--- src/rtl/sum_accum_tree.sv ---
// Unsigned lane-reduction tree plus row accumulator; one total per in_last-terminated row. SUM_SAT_EN enables saturation.
// Latency: last beat accepted in cycle t -> out_valid in cycle t+NUM_STAGES+1; one beat per cycle.
// Backpressure: a held result (out_valid && !out_ready) freezes the whole pipe and drops in_ready.
module sum_accum_tree #(
    parameter int NUM_INPUTS = 8,
    parameter int DATA_WIDTH = 16,
    parameter int SUM_WIDTH  = 32,
    parameter int CNT_WIDTH  = 16
) (
    input  logic                             clk,
    input  logic                             rst,
    input  logic [NUM_INPUTS*DATA_WIDTH-1:0] in_data,
    input  logic                             in_valid,
    input  logic                             in_last,
    output logic                             in_ready,
    output logic [SUM_WIDTH-1:0]             out_sum,
    output logic [CNT_WIDTH-1:0]             out_count,
    output logic                             out_ovf,
    output logic                             out_valid,
    input  logic                             out_ready
);
    localparam int NUM_STAGES = $clog2(NUM_INPUTS);
    localparam int PAD        = 1 << NUM_STAGES;
    localparam int TW         = DATA_WIDTH + NUM_STAGES;

    logic stall;

    assign stall    = out_valid && !out_ready;
    assign in_ready = !stall;

    // Lanes are zero-padded to PAD, so an odd leftover simply adds zero and flows through.
    for (genvar s = 0; s <= NUM_STAGES; s++) begin : g_lvl
        localparam int N = PAD >> s;
        logic [N*TW-1:0] dat;
        logic            vld;
        logic            lst;

        if (s == 0) begin : g_in
            always_comb begin
                dat = '0;
                for (int i = 0; i < NUM_INPUTS; i++) begin
                    dat[i*TW +: TW] = TW'(in_data[i*DATA_WIDTH +: DATA_WIDTH]);
                end
            end
            assign vld = in_valid;
            assign lst = in_last;
        end else begin : g_add
            always_ff @(posedge clk) begin
                if (rst) begin
                    vld <= 1'b0;
                    lst <= 1'b0;
                    dat <= '0;
                end else if (!stall) begin
                    vld <= g_lvl[s-1].vld;
                    lst <= g_lvl[s-1].vld && g_lvl[s-1].lst;
                    for (int i = 0; i < N; i++) begin
                        dat[i*TW +: TW] <= g_lvl[s-1].dat[(2*i)*TW +: TW]
                                         + g_lvl[s-1].dat[(2*i+1)*TW +: TW];
                    end
                end
            end
        end
    end

    logic [TW-1:0]        tree_sum;
    logic                 tree_vld;
    logic                 tree_lst;
    logic [SUM_WIDTH-1:0] tree_ext;
    logic [SUM_WIDTH-1:0] acc;
    logic [SUM_WIDTH-1:0] acc_nxt;
    logic [CNT_WIDTH-1:0] cnt;
    logic [CNT_WIDTH-1:0] cnt_inc;
    logic                 beat;

    assign tree_sum = g_lvl[NUM_STAGES].dat;
    assign tree_vld = g_lvl[NUM_STAGES].vld;
    assign tree_lst = g_lvl[NUM_STAGES].lst;
    assign tree_ext = SUM_WIDTH'(tree_sum);
    assign cnt_inc  = (&cnt) ? cnt : cnt + CNT_WIDTH'(1);
    assign beat     = tree_vld && !stall;

`ifdef SUM_SAT_EN
    logic [SUM_WIDTH:0] sum_wide;
    logic               row_ovf;
    logic               nxt_ovf;

    // Once a row has overflowed it stays pinned at all-ones until its last beat.
    always_comb begin
        sum_wide = {1'b0, acc} + {1'b0, tree_ext};
        nxt_ovf  = row_ovf || sum_wide[SUM_WIDTH];
        acc_nxt  = nxt_ovf ? '1 : sum_wide[SUM_WIDTH-1:0];
    end

    always_ff @(posedge clk) begin
        if (rst) begin
            row_ovf <= 1'b0;
            out_ovf <= 1'b0;
        end else if (beat) begin
            if (tree_lst) begin
                row_ovf <= 1'b0;
                out_ovf <= nxt_ovf;
            end else begin
                row_ovf <= nxt_ovf;
            end
        end
    end
`else
    assign acc_nxt = acc + tree_ext;
    assign out_ovf = 1'b0;
`endif

    always_ff @(posedge clk) begin
        if (rst) begin
            acc       <= '0;
            cnt       <= '0;
            out_sum   <= '0;
            out_count <= '0;
            out_valid <= 1'b0;
        end else begin
            if (out_valid && out_ready) begin
                out_valid <= 1'b0;
            end
            if (beat) begin
                if (tree_lst) begin
                    out_sum   <= acc_nxt;
                    out_count <= cnt_inc;
                    out_valid <= 1'b1;
                    acc       <= '0;
                    cnt       <= '0;
                end else begin
                    acc <= acc_nxt;
                    cnt <= cnt_inc;
                end
            end
        end
    end
endmodule

--- config.mk ---
export PLATFORM = sky130hd
export DESIGN_NAME = sum_accum_tree
export DESIGN_NICKNAME = d
export VERILOG_FILES = /design/src/rtl/sum_accum_tree.sv
export SDC_FILE = /design/constraint.sdc
export NUM_CORES = 1
export LEC_CHECK = 0
export BUFFER_PORTS_ARGS = -buffer_cell sky130_fd_sc_hd__buf_2
export CORE_UTILIZATION = 50
export DETAILED_ROUTE_END_ITERATION = 6
export PLACE_DENSITY = 0.73
export SYNTH_ARGS = -nofsm -noshare
export SYNTH_HDL_FRONTEND = slang
export SYNTH_SLANG_ARGS = --single-unit
--- constraint.sdc ---
create_clock -name clk -period 3.05 [get_ports clk]
set_input_delay 0.915 -clock clk [delete_from_list [all_inputs] [get_ports clk]]
set_output_delay 0.915 -clock clk [all_outputs]
set_load 0.01 [all_outputs]
Word level (Yosys, flattened, before mapping):

Cells that the tools add are included.

* output and inout port bits: 51
* bits in registers: 236
* logic and storage cells: 39
* input port bits: 133

* reduce and logical (&&, ||, !) cells: 10
* mux-type cells: 6
* add/sub/neg operators: 9

Operator list (count)
* 16-bit by 16-bit adder with 17-bit output: 4
* 19-bit adder: 3
* 32-bit by 19-bit adder with 32-bit output: 1
* 16-bit two-way mux: 2
* 32-bit two-way mux: 1
* 16-bit by 1-bit adder with 16-bit output, second input constant: 1
* 16-bit AND reduction: 1
* 1-bit logical AND: 6
* 1-bit two-way mux: 3
* 1-bit logical NOT: 2
* 2-bit AND reduction: 1

Depth between registers and ports, before layout:

* depth after elaboration: 5
* gate-level depth with buffers: 11
* depth with buffers taken out: 11

Worst setup path before layout:

Ideal clock, no wire load.

* path type: input-to-reg
* start: input port in_data[0]
* end: register g_lvl[1].dat[14]
* stages on the path: 10
* arrival time: 2.958 ns
* setup slack: -0.025 ns
* path buffers: 0
* required time: 2.933 ns
* library setup time: 0.117 ns
* cell sequence: ha_1 fa_1 a21o_1 a21oi_1 o21bai_1 a21oi_1 o21ai_0 and2_1 or3_1 a32o_1

* longest elaborated chain between the ends: 1

RTL lines
* from (decl): RTL line 12 `input logic [NUM_INPUTS*DATA_WIDTH-1:0] in_data,`
* 16-bit by 16-bit adder with 17-bit output: RTL line 58 `+ g_lvl[s-1].dat[(2*i+1)*TW +: TW];`
* to (signal, indexed assignment): RTL line 57 `dat[i*TW +: TW] <= g_lvl[s-1].dat[(2*i)*TW +: TW]`
* to (decl): RTL line 34 `logic [N*TW-1:0] dat;`

No other way between the ends.
A chain may end at the register's enable or synchronous reset.

Worst setup path after layout:

Ends and elaborated chain as after synthesis.

==> impl_results.md <==
* Outcome: finished, final reports clean
* DIE AREA at between 20000 and 30000 µm²
* R2r setup slk at ~0.30 ns
* Vias in the first global route at between 10000 and 15000
* Ranking of synthesized cells by area: dfxtp_1 32%, ha_1 12%, a21oi_1 7.4%
* Avg Vias per Cell at about 5.5
* Core Area at around 28000 µm²
* Area share of the largest cell type after synthesis at approximately 32%
* CP Capture Type: flip-flop
* Num CTS Buffers at 25
* Cell Area, Synth at ~14000 µm²
* Inst Count DP at roughly 2300
* Slew margin rel. at approximately 36%
* RSZ-0062 raised after global routing: no
* Sink Count at 226
* Peak supply drop at roughly 0.00039 V
* Final setup skew at between 0.02 and 0.025 ns
* Area taken by flip-flops and latches at 4520 µm²
* Synth Flop Type: dfxtp_1
* Worst path required time at between 3 and 4 ns
* Via count at between 10000 and 15000
* Slew Limit Fails at 0
* Die W at 170 µm
* Utilization after layout at slightly below 60%
* Max_cap viols at 0
* Non-Filler Instances at between 2000 and 2500
* Buffers and inverters on the worst path at 1
* WS Path Type: primary input to flip-flop
* CTS tree: built
* Drt total wl at between 30 and 40 mm
* WHS at around 0.45 ns
* Flops & latches, synth at roughly 230
* Port bufs at roughly 180
* Yosys cell types at just over 80
* Fmax at about 350 MHz
* Ant diodes at 0
* Number of synthesized flops with an enable pin at 0
* Leakage Power at approximately 7.3 nW
* Wire per inst at 14.3 µm
* FP Rows at 61
* Worst min path class: flip-flop to flip-flop
* Slew @ Worst Pin at between 0.9 and 1 ns
* Yosys warns at 0
* Fill cells at about 2600
* Cells resized by post-CTS repair at 0
* Area Growth Syn to Fin at 17.7%
* Syn_area_per_cell at ~8 µm²
* Worst-path cell chain: buf_2 -> ha_1 -> fa_1 -> a21o_1 -> a21oi_2 -> o21bai_1 -> a21oi_1 -> o21ai_0 -> and2_1 -> or3_1 -> a32o_1
* Final period utilization at 93.3%
* Clock root buffer: clkbuf_16
* # IOs at about 180
* Number of DRC markers in iteration 0 at 656
* Final Wtd Congestion at around 0.87
* Tmin final at approximately 2.8 ns
* Share of layout cells above drive strength 1 at between 10% and 20%
* Reg2reg path depth at 11
* Register area share after synthesis at between 30% and 40%
* First-pass DRT Iterations at 5
* Worst setup SP type: primary input
* # Post-CTS Setup Buffers at 0
* Detail Route Antenna Nets at 0
* Grt total ovfl at 0
* Crit path max-delay family: compound AO/OA/AOI/OAI gates
* Final net count at 2206
* Syn Inst Count at around 1700
* CTS Buffer Depth at 3
* R2R Path Start: g_lvl[3].dat[0]
* Worst hold path depth at 2
* H-tree Lvls at 1
* Die boundary height at roughly 170 µm
* Total GRT Usage at between 20% and 30%
* Design area at approximately 17000 µm²
* Synth area leader: dfxtp_1
* Post-DP HPWL at about 25 mm
* Initial antenna violation count at 0
* Final hold viol count at 0
* CP max-delay cell: fa_1
* Most common cell in the netlist: nand2_1
* Cell Pwr Density at 530 nW/µm²
* Hold_buf cts at 0
* Async set or reset register ratio after synthesis at 0%
* Final setup violation count at 0
* Multi-input gate area at between 9000 and 10000 µm²
* Largest net degree at the start of global routing at 67
* CP max FO at 3
* Post-place instance area at 15700 µm²
* Crit path arrival time at roughly 3.3 ns
* Initial Utilization at around 51%
* Syn Nets at between 2000 and 2500
* Hold_sp: out_count[0]
* Hold Path Sink: out_count[0]
* Clock transition at path regs at about 0.060 ns
* Synth cell count leaders: 251 x nand2_1, 226 x dfxtp_1, 207 x a21oi_1, 136 x ha_1, 128 x nor2_1
* First-pass GRT wire length at 55.5 mm
* CP peak stage delay at slightly above 0.4 ns
* Reg-to-reg endpoint: out_sum[20]
* DR DRC count at 0
* Worst-skew pair later-pin latency at approximately 0.53 ns
kinds of logic after synthesis:
kind of cell               Yosys count  share of synthesized area, %
AOI/OAI and AO/OA                  528                          23.7
buffers and inverters              121                          3.41
xor gates and xnor gates           107                          6.65
other                                1                        0.0266
muxes                               12                         0.888
adders and majority gates          144                          13.2
DFF                                226                          32.1
and+or+nand+nor                    597                          19.9
report_power, final:
group | internal, mW | switching (mW)
Clock | 1.98 | 1.21
Sequential | 3.23 | 0.196
Combinational | 1.01 | 1.15
cell usage in the layout, fill, tap and decap left out, types with 6 or more instances in the layout:
cell	synthesis	final
and3_1	15	15
nor3b_1	10	10
clkbuf_8	0	6
nand3_1	43	43
nor2b_1	14	13
clkbuf_16	0	25
nor3_1	28	28
nand4_1	6	6
a21o_1	43	43
o21ai_0	93	93
a311oi_1	7	7
and2_1	10	10
or2_2	10	10
or3_1	22	22
o21a_1	12	12
a22o_1	6	6
o21ai_1	7	7
ha_1	136	136
or4_1	7	7
nor4_1	6	6
o211ai_1	7	7
a211oi_1	47	47
a22oi_1	13	13
nand2b_1	24	24
xnor2_1	65	65
a21oi_1	207	204
o21bai_1	19	19
mux2i_1	8	8
nand2_1	251	251
buf_2	4	181
a31oi_1	19	19
buf_4	3	68
dfxtp_1	226	226
xor2_1	42	42
nor2_1	128	126
o22ai_1	6	6
inv_1	34	34
fa_1	8	8
routing by layer:
layer | track usage, % | vias up | part of all wire [%]
met4 | 6.15 | 0 | 2.0
met1 | 29.0 | 5798 | 46
met5 | 0 | - | 0
met2 | 40.8 | 260 | 48
met3 | 2.65 | 41 | 4.3
li1 | - | 6603 | -
worst min-delay path, cell delays in order (launching register included):
cell     delay [ns]
dfxtp_1        0.31
nand2_1        0.05
a21oi_1        0.05
cell type report:
type	count	area share, %
inverters	35	0.800
multi-input cells	1389	54.9
clock buffers	33	4.32
well taps	378	2.85
repair buffers	252	8.85
clock inverters	9	0.936
flip-flops and latches	226	27.3
worst max-delay path by stage:
stage | startpoint | endpoint | slack (ns) | cells after the start
after floorplan | in_data[0] | g_lvl[1].dat[14] | 0.01 | 10
after global placement | in_data[0] | g_lvl[1].dat[14] | -0.29 | 11
after detailed placement | in_data[0] | g_lvl[1].dat[14] | -0.33 | 11
after CTS | in_data[0] | g_lvl[1].dat[14] | 0.21 | 11
after global routing | in_data[64] | g_lvl[1].dat[52] | 0.06 | 12
final | in_data[0] | g_lvl[1].dat[14] | 0.20 | 11
flip-flops by register name (all words and copies together), names as in the netlist:
signal and flops:
g_lvl.dat 123, acc 32, out_sum 32, cnt 16, out_count 16, g_lvl.lst 3
g_lvl.vld 3, out_valid 1
through the flow:
stage               TNS, ns  setup WS [ns]  power [mW]
CTS                       0          0.210        8.85
global route              0         0.0643        9.28
finish                    0          0.204        8.78
floorplan                 0         0.0121        5.04
global placement      -1.14         -0.294        5.57
detailed placement    -1.62         -0.328        5.63
No activity file was read; power rests on OpenSTA's default activity.
